**src/rtl/ex_mem_reg.sv**
```systemverilog
// EX/MEM pipeline register.
// Captures the execute-stage result and control, supports stall and flush,
// forwards write-back data into pending store data, and blocks data-memory
// accesses whose word address is at or beyond DEPTH. Faulting captures are
// counted in a saturating counter that only reset clears.
module ex_mem_reg #(
    parameter int unsigned DEPTH = 64,
    parameter int unsigned CNT_W = 8
) (
    input  logic             clk,
    input  logic             rst_n,
    input  logic             stall,
    input  logic             flush,
    input  logic             exValid,
    input  logic [31:0]      exResult,
    input  logic [31:0]      exReadData2,
    input  logic [4:0]       exRt,
    input  logic             exMemRead,
    input  logic             exMemWrite,
    input  logic             exRegWrite,
    input  logic             exMemToReg,
    input  logic [4:0]       exWriteReg,
    input  logic             wbRegWrite,
    input  logic [4:0]       wbWriteReg,
    input  logic [31:0]      wbData,
    output logic             memValid,
    output logic [31:0]      result,
    output logic [31:0]      readData2,
    output logic             DataMemRW,
    output logic             memRead,
    output logic             regWrite,
    output logic             memToReg,
    output logic [4:0]       writeReg,
    output logic             memFault,
    output logic [CNT_W-1:0] faultCount
);

    localparam logic [31:0] DEPTH_W = 32'(DEPTH);

    logic [4:0] held_rt;
    logic       ex_fault;
    logic       fwd_capture;
    logic       fwd_hold;

    // Decode the out-of-range check and both forwarding conditions.
    always_comb begin
        ex_fault    = exValid & (exMemRead | exMemWrite) & (exResult >= DEPTH_W);
        fwd_capture = wbRegWrite & (wbWriteReg == exRt) & (exRt != 5'd0);
        fwd_hold    = memValid & DataMemRW & wbRegWrite &
                      (wbWriteReg == held_rt) & (held_rt != 5'd0);
    end

    // Pipeline entry: flush beats stall, stall holds all but store data.
    always_ff @(posedge clk or negedge rst_n) begin
        if (!rst_n) begin
            memValid  <= 1'b0;
            result    <= '0;
            readData2 <= '0;
            DataMemRW <= 1'b0;
            memRead   <= 1'b0;
            regWrite  <= 1'b0;
            memToReg  <= 1'b0;
            writeReg  <= '0;
            memFault  <= 1'b0;
            held_rt   <= '0;
        end else if (flush) begin
            memValid  <= 1'b0;
            result    <= '0;
            readData2 <= '0;
            DataMemRW <= 1'b0;
            memRead   <= 1'b0;
            regWrite  <= 1'b0;
            memToReg  <= 1'b0;
            writeReg  <= '0;
            memFault  <= 1'b0;
            held_rt   <= '0;
        end else if (stall) begin
            // A held store still picks up a late write-back of its rt.
            if (fwd_hold) begin
                readData2 <= wbData;
            end
        end else begin
            memValid  <= exValid;
            result    <= exResult;
            readData2 <= fwd_capture ? wbData : exReadData2;
            DataMemRW <= exValid & exMemWrite & ~ex_fault;
            memRead   <= exValid & exMemRead & ~ex_fault;
            regWrite  <= exValid & exRegWrite & ~ex_fault;
            memToReg  <= exMemToReg;
            writeReg  <= exWriteReg;
            memFault  <= ex_fault;
            held_rt   <= exRt;
        end
    end

    // Saturating count of faulting captures; stalls and flushes never count.
    always_ff @(posedge clk or negedge rst_n) begin
        if (!rst_n) begin
            faultCount <= '0;
        end else if (!flush && !stall && ex_fault && (faultCount != '1)) begin
            faultCount <= faultCount + 1'b1;
        end
    end

endmodule

```
**config.mk**
```make
export PLATFORM = sky130hd
export DESIGN_NAME = ex_mem_reg
export DESIGN_NICKNAME = d
export VERILOG_FILES = /design/src/rtl/ex_mem_reg.sv
export SDC_FILE = /design/constraint.sdc
export NUM_CORES = 1
export LEC_CHECK = 0
export ABC_AREA = 1
export CAP_MARGIN = 40
export CORE_ASPECT_RATIO = 1.5
export CORE_UTILIZATION = 41
export DETAILED_ROUTE_END_ITERATION = 12
export HOLD_SLACK_MARGIN = 0.08
export PLACE_DENSITY = 0.91
export SYNTH_ARGS = -nofsm -noshare
export SYNTH_HDL_FRONTEND = slang
export SYNTH_SLANG_ARGS = --single-unit
```
**constraint.sdc**
```tcl
create_clock -name clk -period 2.15 [get_ports clk]
set_clock_uncertainty 0.2 [all_clocks]
set_input_delay 0.43 -clock clk [delete_from_list [all_inputs] [get_ports clk]]
set_output_delay 0.43 -clock clk [all_outputs]
set_load 0.02 [all_outputs]
```
* Word level (Yosys, flattened, before mapping)
Cells that the tools add are included.
Operators by class: add/subtract/negate cells 1, $lt $le $gt $ge 1, eq/ne operators 5, muxes and demuxes 22, bitwise logic cells 16, reduce and logical (&&, ||, !) cells 7
Operators by type and width (count):
- 32-bit 2-to-1 mux | 6
- 32-bit by 7-bit greater-or-equal comparator with 1-bit output (second input constant) | 1
- 5-bit 2-to-1 mux | 4
- 1-bit AND | 14
- 1-bit 2-to-1 mux | 12
- 5-bit == test | 2
- 5-bit nonzero test | 2
- 8-bit by 1-bit adder with 8-bit output (second input constant) | 1
- 8-bit != test (second input constant) | 1
- 1-bit logical AND | 3
- 3-bit by 1-bit != test with 1-bit output (second input constant) | 1
- 1-bit zero test | 2
- 2-bit by 1-bit != test with 1-bit output (second input constant) | 1
- 1-bit inverter | 1
- 1-bit OR | 1
Word-level totals: register bits after elaboration 88, output and inout port bits 83, word-level logic and storage cells 63

* Longest topological paths before layout
word-level depth 7, gate-level depth with buffers 10, depth with buffers taken out 9

* Worst setup path before layout
Ideal clock, no wire load.
kind flip-flop to flip-flop, start point register faultCount[0], end point register faultCount[2], arrival time 1.485 ns, slack 0.346 ns, stages on the path, launching flop included 8, buffers on the path 0, period minus slack after synthesis 1.804 ns, cells stage by stage dfrtp_1 > ha_1 > nand4_1 > nor2_1 > nand2_1 > nand4_1 > nand2_1 > nand2_1
Between the ends: longest elaborated chain between the ends 2
RTL lines:
- from (decl) | line 35 | output logic [CNT_W-1:0] faultCount
- from (signal assigned) | line 101 | faultCount <= faultCount + 1'b1;
- branches (longest 2 deep; another with 8-bit by 1-bit adder with 8-bit output)
Several ways; the timed one is not identified. A chain may end at the register's enable or synchronous reset.

* Worst setup path after layout
start point register faultCount[2], end point output port faultCount[2]
No word-level cell between the ends.

==> metrics.md <==
| Metric | Value |
|---|---|
| H-tree depth | `3` |
| Top-count cell post-synth | `nand2_1` |
| Core Rows | `45` |
| Max Fclk | `478.9 MHz` |
| Post-synthesis cell count | `529` |
| Final hold violation count | `0` |
| Fillers | `756` |
| Initial DRT Pass Iterations | `6` |
| Clock-pin slew on the worst setup and hold paths | `0.07 ns` |
| Tmin final | `2.088 ns` |
| Measured slew at the worst slew-check pin | `0.4825 ns` |
| Synthesized flop and latch total | `88` |
| Pint | `3.343 mW` |
| Final period util | `97.13%` |
| N_diodes | `0` |
| Antenna Violating Nets Remaining | `0` |
| CP endpoint kind | `output pin` |
| Power Dens Cells | `660.0 nW/µm²` |
| Vias in the first global route | `4445` |
| CTS root buffer | `clkbuf_16` |
| Crit path largest cell delay | `0.65 ns` |
| Die W | `85.78 µm` |
| CP arrival | `1.46 ns` |
| Hold Path End | `readData2[11]$_DFFE_PN0P_` |
| Core area | `10190 µm²` |
| Commonest cells in the netlist | `179 x nand2_1, 88 x dfrtp_1, 66 x inv_1, 40 x nand3_1, 32 x nand3b_1` |
| Total clock sinks | `88` |
| Port Buf Inserts | `203` |
| Gr usage total | `25.07%` |
| Hold Crit Class | `register to register` |
| Largest area contributor in the netlist | `dfrtp_1` |
| Starting Density | `42.36%` |
| IO Count | `204` |
| Largest net degree at the start of global routing | `45` |
| Lkg Pwr | `3.367 nW` |
| Distinct cells, synth | `24` |
| CTS tree | `done` |
| Unrepaired setup endpoints after global routing | `false` |
| CP max-delay cell | `clkdlybuf4s50_1` |
| Critical Path RT | `1.52 ns` |
| Crit-path cells | `clkdlybuf4s50_1` |
| Synthesized Nets | `651` |
| Hold slack | `0.2799 ns` |
| Final non-filler cell area | `6983 µm²` |
| Maxcap violations | `0` |
| Clock tree buffer depth | `2` |
| Ys Warns | `0` |
| Skew-Pair Late Insertion Delay | `0.34 ns` |
| Vias per cell | `5.033` |
| Drt drc | `0` |
| Min-delay src | `readData2[11]$_DFFE_PN0P_` |
| Final Util | `68.52%` |
| Asr flop ratio synth | `100.0%` |
| Routability cong. | `0.9155` |
| Terminus of the critical flop-to-flop path | `faultCount[6]$_DFFE_PN0P_` |
| Sequential cell area fraction in the yosys report | `51.01%` |
| Relative slew slack | `67.83%` |
| First-pass GRT wire length | `21270 µm` |
| Initial antenna violation count | `0` |
| Clock share of power | `36.4%` |
| Sw Pwr | `1.266 mW` |
| WL/cell | `15.01 µm` |
| CTS buffer count | `9` |
| DP HPWL | `10030 µm` |
| Synth area leaders | `dfrtp_1 51%, nand2_1 16%, inv_1 5.7%` |
| Die area | `10950 µm²` |
| Worst setup SP type | `register` |
| Final setup violation count | `0` |
| Reg power frac | `40.6%` |
| R2R cell count | `7` |
| WS Path Type | `register to output pin` |
| Fraction of layout cells with a size suffix above 1 | `6.292%` |
| DR iter-0 viols | `225` |
| Hold path depth | `2` |
| Placed Instances | `872` |
| Worst-path maximum fanout | `6` |
| Setup TNS | `0 ns` |
| Area growth syn-to-layout | `61.77%` |
| Worst r2r src | `faultCount[0]$_DFFE_PN0P_` |
| Peak VDD IR | `0.4434 mV` |
| Worst path bufs/invs | `1` |
| Switching share of power | `27.46%` |
| Syn_area_per_cell | `8.160 µm²` |
| Vias | `4469` |
| Reg2reg setup slack | `0.24 ns` |
| Combinational fraction of design power | `23.0%` |
| Post-synthesis cell area | `4317 µm²` |
| Placed cell areas | `6654 µm²` |
| Global route total overflow | `0` |
| Area share of the largest cell type after synthesis | `51.01%` |
| Die Height | `127.7 µm` |
| Post-Route WL | `13330 µm` |
| Status | `complete, no violations` |
| Final max-slew violation count | `0` |
| Top_reg_cell synth | `dfrtp_1` |
| Critical path's top delay family | `buffers and inverters` |
| Post-synth EDFFs | `0` |
| Final-stage net count | `865` |
| Non-Filler Instances | `888` |
[cell type report]
class,instances,area (µm²),area share (%)
Clock buffer,9,225.2,3.225
Clock inverter,6,93.84,1.344
Inverter,69,259.0,3.709
Multi-Input combinational cell,348,1739,24.91
Sequential cell,88,2202,31.54
Tap cell,141,176.4,2.526
Timing Repair Buffer,227,2287,32.75
[cells in the final DEF (no fill, tap or decap), drive strengths merged, types with 3 or more instances in the layout]
cell           count
a22o              22
buf               24
clkbuf             9
clkdlybuf4s50    202
dfrtp             88
inv               70
nand2            179
nand3             40
nand3b            32
nand4             13
nor2              26
o21ai             20
o22ai              3
xor2               7
[registers in the layout, indices dropped and copies added, names as in the netlist]
name,cells
readData2,32
DataMemRW,1
memRead,1
held_rt,5
memValid,1
regWrite,1
result,32
memFault,1
faultCount,8
memToReg,1
writeReg,5
[timing repair]
item                      4_1_cts  5_1_grt
resized for setup               0        0
setup buffers                   0        0
hold buffers                    1        0
hold endpoints to repair       33        0
[cell families (layout without fill, tap and decap cells)]
kind of cell | Yosys count | after routing | synth area share, %
adder cells (fa/ha/maj) | 1 | 1 | 0.2898
XOR/XNOR | 7 | 7 | 1.420
AND/OR/NAND/NOR | 291 | 291 | 30.32
buffers and inverters | 93 | 311 | 8.696
AO/OA/AOI/OAI | 49 | 49 | 8.261
flip-flops | 88 | 88 | 51.01
[stage by stage]
stage	power, mW	setup slack, ns
2_1_floorplan	2.326	0.3455
3_3_place_gp	2.922	-0.05357
3_5_place_dp	2.957	-0.1378
4_1_cts	4.647	0.05796
5_1_grt	4.818	0.02502
6_report	4.609	0.06168
[routing by layer]
layer | vias up | wire length [µm] | global-route usage (%)
met5 | - | 0 | 0
met4 | 0 | 383 | 10.49
met3 | 30 | 892 | 5.988
met2 | 233 | 7168 | 45.79
met1 | 2089 | 4885 | 27.47
li1 | 2117 | - | -
[power groups by stage]
stage	Sequential, mW	Clock (mW)	Combinational, mW
detailed placement	1.90	0	1.06
global route	1.88	1.79	1.14
CTS	1.87	1.71	1.07
global placement	1.89	0	1.03
finish	1.87	1.68	1.06
floorplan	2.03	0	0.298
[worst max path at each step]
stage / end / depth (start not counted) / startpoint
2_1_floorplan: faultCount[2]$_DFFE_PN0P_ / 7 / faultCount[0]$_DFFE_PN0P_
3_3_place_gp: readData2[2]$_DFFE_PN0P_ / 11 / wbWriteReg[3]
3_5_place_dp: readData2[7]$_DFFE_PN0P_ / 9 / wbWriteReg[2]
4_1_cts: faultCount[2] / 1 / faultCount[2]$_DFFE_PN0P_
5_1_grt: faultCount[2] / 1 / faultCount[2]$_DFFE_PN0P_
6_report: faultCount[2] / 1 / faultCount[2]$_DFFE_PN0P_
No activity file was read; power rests on OpenSTA's default activity.
==> RTL change 1 (config.mk and constraints unchanged) <==
`CNT_W`: 8 -> 9.
--- a/src/rtl/ex_mem_reg.sv
+++ b/src/rtl/ex_mem_reg.sv
@@ -5,7 +5,7 @@
 // counted in a saturating counter that only reset clears.
 module ex_mem_reg #(
     parameter int unsigned DEPTH = 64,
-    parameter int unsigned CNT_W = 8
+    parameter int unsigned CNT_W = 9
 ) (
     input  logic             clk,
     input  logic             rst_n,
Interface: changed (resized faultCount); port bits go from 204 to 205. The function was not compared with the original's and may differ.
==> RTL change 1 against the original RTL <==
Utilization fell by 0.26 points; area after synthesis increased by 4.5%; routed wire length down 0.34%; design area grew 4.1%; critical path depth rose by 1; sequential cell count is 1 higher; fmax rose by 1.6%; via count grew 2.6%; global-route usage decreased by 0.99 points; clock power decreased by 5%; worst setup slack gained 0.032 ns; total power increased by 1.1%.
==> RTL change 1: results (changes against the original RTL) <==
Synth
  – Seq/Total Area, Yosys: 49.36% (was 51.01%)
  – Syn. warnings: 0 (unchanged)
  – FFs w/ async S/R, synth: 100.0% (unchanged)
  – Most instantiated cells after synthesis: nand2_1, inv_1, dfrtp_1 (was nand2_1, dfrtp_1, inv_1)
  – Synth top area cells: dfrtp_1, nand2_1, inv_1 (unchanged)
  – Main synth FF type: dfrtp_1 (unchanged)
  – Cell count after synthesis: 571 (was 529)
  – Net count after synthesis: 694 (was 651)
  – Distinct cell type count after synthesis: 25 (was 24)

Global routing
  – Tot GR Track Use: 24.08% (was 25.07%)
  – Number of antenna violations at the first check in global routing: 0 (unchanged)
  – Largest net degree at the start of global routing: 44 (was 45)
  – Vias in the first global route: 4649 (was 4445)
  – First-pass GRT wire length: 20980 um (was 21270 um)

Clock tree
  – Clock slew seen by the registers of the worst setup and hold paths: 0.07 ns (about the same)
  – TritonCTS buffer count: 9 (unchanged)
  – Clock latency on the worst-skew pair: ~0.33 ns
  – Post-CTS Setup Bufs: 0 (unchanged)
  – Clock root cell: clkbuf_16 (unchanged)
  – # H-tree levels: 3 (unchanged)
  – Clk buf depth: 2 (unchanged)

Final layout
  – Final net count: 920 (was 865)
  – Largest registers: readData2 (32), result (32), faultCount (9) (was readData2 (32), result (32), faultCount (8))
  – Ant diodes: 0 (unchanged)
  – Layout cell share with drive strength beyond 1: 8.978% (was 6.292%)
  – Fin cells: 946 (was 888)

STA
  – Final Hold Viols: 0 (unchanged)
  – Setup Viol. Count Final: 0 (unchanged)
  – Least-Margin Pin Slew: 0.4526 ns (was 0.4825 ns)

Min path
  – Type of the tightest min-delay check: reg -> reg (unchanged)

Power and ir drop
  – Peak supply drop: 0.0004328 V (was 0.0004434 V)
  – Pleak: 3.667 nW (was 3.367 nW)

Place
  – Cell total after placement: 929 (was 872)
  – Placed cell area: 0.006944 sq mm (was 0.006654 sq mm)
  – Worst slack, placed: -0.2085 ns (was -0.1378 ns)
  – IO buf count: 204 (was 203)
  – Hpwl dp: 10090 um (was 10030 um)
  – GP Congestion: 0.8354 (was 0.9155)

Setup path
  – Max stage delay cell, worst path: clkdlybuf4s50_1 (unchanged)
  – CP peak stage delay: 0.60 ns (was 0.65 ns)
  – Crit-path max FO: 4 (was 6)

Route
  – Final WL: 13290 um (was 13330 um)
  – Vias per std cell: 4.848 (was 5.033)
  – First-pass iteration count of the detailed router: 4 (was 6)
  – First DRT Iteration DRCs: 92 (was 225)

Status
  – Outcome: completed (unchanged)
==> RTL change 1: cell types whose count changed after synthesis, moves of 3 or more <==
| cell | delta |
|---|---|
| nand3_1 | +20 |
| nor2_1 | +3 |
| nand3_2 | +10 |
| nand2_1 | +7 |
| a22o_1 | +3 |
| inv_1 | +32 |
| buf_6 | +6 |
| xor2_1 | -4 |
| o21ai_0 | -3 |
| nand3b_1 | -32 |
| buf_4 | -6 |
==> RTL change 1: final cells by class <==
cell class                 instances  area, sq um
fill                             823         3379
timing repair buffer             240         2400
sequential                        89         2228
multi-input combinational        356         1779
inverter                         101        379.1
clock buffer                      10        229.0
tap                              144        180.2
clock inverter                     6        72.57
==> RTL change 1: critical path: cells and delay by family, from the launching register on <==
family | cells | cell delay, ns
buf+inv | 2 | 0.74
flops | 1 | 0.35
==> RTL change 1: through the flow <==
step | TNS [ns] | hold slack, ns
3_3_place_gp | -3.580 | 0.1928
6_report | 0 | 0.2755
4_1_cts | 0 | 0.2814
2_1_floorplan | 0 | -0.06559
5_1_grt | 0 | 0.2898
3_5_place_dp | -6.167 | 0.2046
==> RTL change 1: where the power goes <==
part / internal [mW] / switching [mW] / total, mW
Clock: 0.916 / 0.671 / 1.59
Sequential: 1.81 / 0.0968 / 1.90
Combinational: 0.607 / 0.562 / 1.17
==> RTL change 1: worst paths after layout <==
check                                             to  slack, ns  cells past startpoint                 startpoint
max                                    faultCount[1]       0.09                      2  faultCount[1]$_DFFE_PN0P_
min                        readData2[22]$_DFFE_PN0P_       0.28                      2  readData2[22]$_DFFE_PN0P_
max reg2reg                faultCount[0]$_DFFE_PN0P_       0.14                      9  faultCount[0]$_DFFE_PN0P_
min reg2reg                readData2[22]$_DFFE_PN0P_       0.28                      2  readData2[22]$_DFFE_PN0P_
max in group asynchronous     result[11]$_DFFE_PN0P_       0.72                      3                      rst_n
min in group asynchronous  readData2[21]$_DFFE_PN0P_       0.39                      2                      rst_n
==> RTL change 1: cells by family (layout without fill, tap and decap cells) <==
| group | after synthesis | count (layout) | share of synthesized area [%] |
|---|---|---|---|
| AOI/OAI and AO/OA | 48 | 48 | 7.876 |
| DFF | 89 | 89 | 49.36 |
| and+or+nand+nor | 301 | 301 | 29.62 |
| buffers and inverters | 126 | 357 | 11.62 |
| adders and majority gates | 2 | 2 | 0.5545 |
| xor gates and xnor gates | 5 | 5 | 0.9708 |
==> RTL change 1: per-layer routing <==
layer  GRT usage [%]  up-vias  wire (um)
li1                -     2241          -
met1           25.03     2145       4895
met2           45.73      177       7127
met3           5.590       23        936
met4           9.932        0        326
met5               0        -          0
==> RTL change 1: what timing repair did <==
| item | in CTS | in global routing |
|---|---|---|
| gates resized for setup | 0 | 3 |
| hold buffers | 1 | 0 |
| endpoints found under the hold margin | 29 | 0 |
| endpoints found under the setup margin | 0 | 6 |
==> RTL change 2 (same settings) <==
Without the edit above. Make the reset (`rst_n`) synchronous in 2 clocked blocks.
--- a/src/rtl/ex_mem_reg.sv
+++ b/src/rtl/ex_mem_reg.sv
@@ -51,7 +51,7 @@
     end
 
     // Pipeline entry: flush beats stall, stall holds all but store data.
-    always_ff @(posedge clk or negedge rst_n) begin
+    always_ff @(posedge clk) begin
         if (!rst_n) begin
             memValid  <= 1'b0;
             result    <= '0;
@@ -94,7 +94,7 @@
     end
 
     // Saturating count of faulting captures; stalls and flushes never count.
-    always_ff @(posedge clk or negedge rst_n) begin
+    always_ff @(posedge clk) begin
         if (!rst_n) begin
             faultCount <= '0;
         end else if (!flush && !stall && ex_fault && (faultCount != '1)) begin
Behaviour: differs if rst_n is asserted again (counterexample within 4 cycles, from zero or initial values and one cycle with rst_n low); with rst_n held inactive, the same outputs for 10 cycles.
==> RTL change 2 against the original RTL <==
Area after synthesis is 1.8% lower; global-route usage down 0.87 points; routed wire length fell by 2.4%; design area decreased by 3.8%; total power is 13% lower; sequential cell count unchanged; worst setup slack worse by 0.0064 ns; fmax is 0.31% lower; largest cell class unchanged; highest routed layer unchanged.
==> RTL change 2: results (changes against the original RTL) <==
Status
  – Outcome: completed (unchanged)

Setup path
  – Reg-to-Reg End: faultCount[2]$_SDFFE_PN0P_ (was faultCount[6]$_DFFE_PN0P_)
  – R2r setup slk: 0.33 ns (was 0.24 ns)
  – CP Launch Point: faultCount[6]$_SDFFE_PN0P_ (was faultCount[2]$_DFFE_PN0P_)
  – RR Startpoint: faultCount[0]$_SDFFE_PN0P_ (was faultCount[0]$_DFFE_PN0P_)

Power and ir drop
  – Clock share of power: 37.6% (was 36.4%)
  – Sequential share of power: 43.1% (was 40.6%)
  – Pleak: 2.837 nW (was 3.367 nW)
  – Final Power: 3.992 mW (was 4.609 mW)
  – Switching share of power: 27.39% (was 27.46%)
  – P per Cell Area: 594.0 mW/mm^2 (was 660.0 mW/mm^2)
  – Peak supply drop: 0.0003578 V (was 0.0004434 V)

Synth
  – Seq/Total Area, Yosys: 41.56% (was 51.01%)
  – Synth top area cells: dfxtp_1, nand2_1, a21oi_1 (was dfrtp_1, nand2_1, inv_1)
  – FFs w/ async S/R, synth: 0% (was 100.0%)
  – Distinct cell type count after synthesis: 27 (was 24)
  – Synth Area in Compound Gates: 13.96% (was 8.261%)
  – Most instantiated cells after synthesis: nand2_1, dfxtp_1, inv_1 (was nand2_1, dfrtp_1, inv_1)
  – Mean Syn Cell Area: 6.961 sq um (was 8.160 sq um)
  – Post-Synth XOR/XNOR Area: 1.033% (was 1.420%)
  – Main synth FF type: dfxtp_1 (was dfrtp_1)
  – Adder-cell area share of the yosys netlist: 0.2952% (was 0.2899%)

Place
  – GP Congestion: 0.9218 (was 0.9155)
  – Hpwl dp: 9463 um (was 10030 um)
  – Placed cell area: 0.006431 sq mm (was 0.006654 sq mm)

Route
  – First-pass iteration count of the detailed router: 4 (was 6)
  – Final WL: 13000 um (was 13330 um)
  – First DRT Iteration DRCs: 217 (was 225)
  – Vias per std cell: 5.065 (was 5.033)

Global routing
  – Largest net degree at the start of global routing: 54 (was 45)
  – Vias in the first global route: 4407 (was 4445)
  – First-pass GRT wire length: 20730 um (was 21270 um)

Final layout
  – Layout cell share with drive strength beyond 1: 9.483% (was 6.292%)
  – Fillers: 794 (was 756)
  – Final net count: 929 (was 865)

STA
  – Least-Margin Pin Slew: 0.4450 ns (was 0.4825 ns)
  – Min Clock Period, post-route: 2.095 ns (was 2.088 ns)

Min path
  – Hold EP: result[3]$_SDFFE_PP0N_ (was readData2[11]$_DFFE_PN0P_)
RTL change 2: kinds of logic (layout without fill, tap and decap cells):
| kind of cell | Yosys count | count (layout) |
|---|---|---|
| AOI/OAI and AO/OA | 110 | 110 |
| DFF | 88 | 88 |
| buffers and inverters | 116 | 319 |
| adders and majority gates | 1 | 1 |
| and+or+nand+nor | 289 | 289 |
| xor gates and xnor gates | 5 | 5 |
RTL change 2: per-layer routing:
| metal | vias up | share of wire (%) | track usage, % |
|---|---|---|---|
| met2 | 179 | 50 | 42.31 |
| met1 | 2139 | 39 | 27.49 |
| met3 | 34 | 6.5 | 4.684 |
| met4 | 0 | 4.5 | 13.06 |
| met5 | - | 0 | 0 |
| li1 | 2353 | - | - |
RTL change 2: cell type report:
class	instances	share of cell area, %
inverter	82	4.580
multi-input combinational	405	29.62
clock buffer	9	3.351
sequential	88	26.21
clock inverter	7	0.9123
timing repair buffer	221	33.14
tap	117	2.178
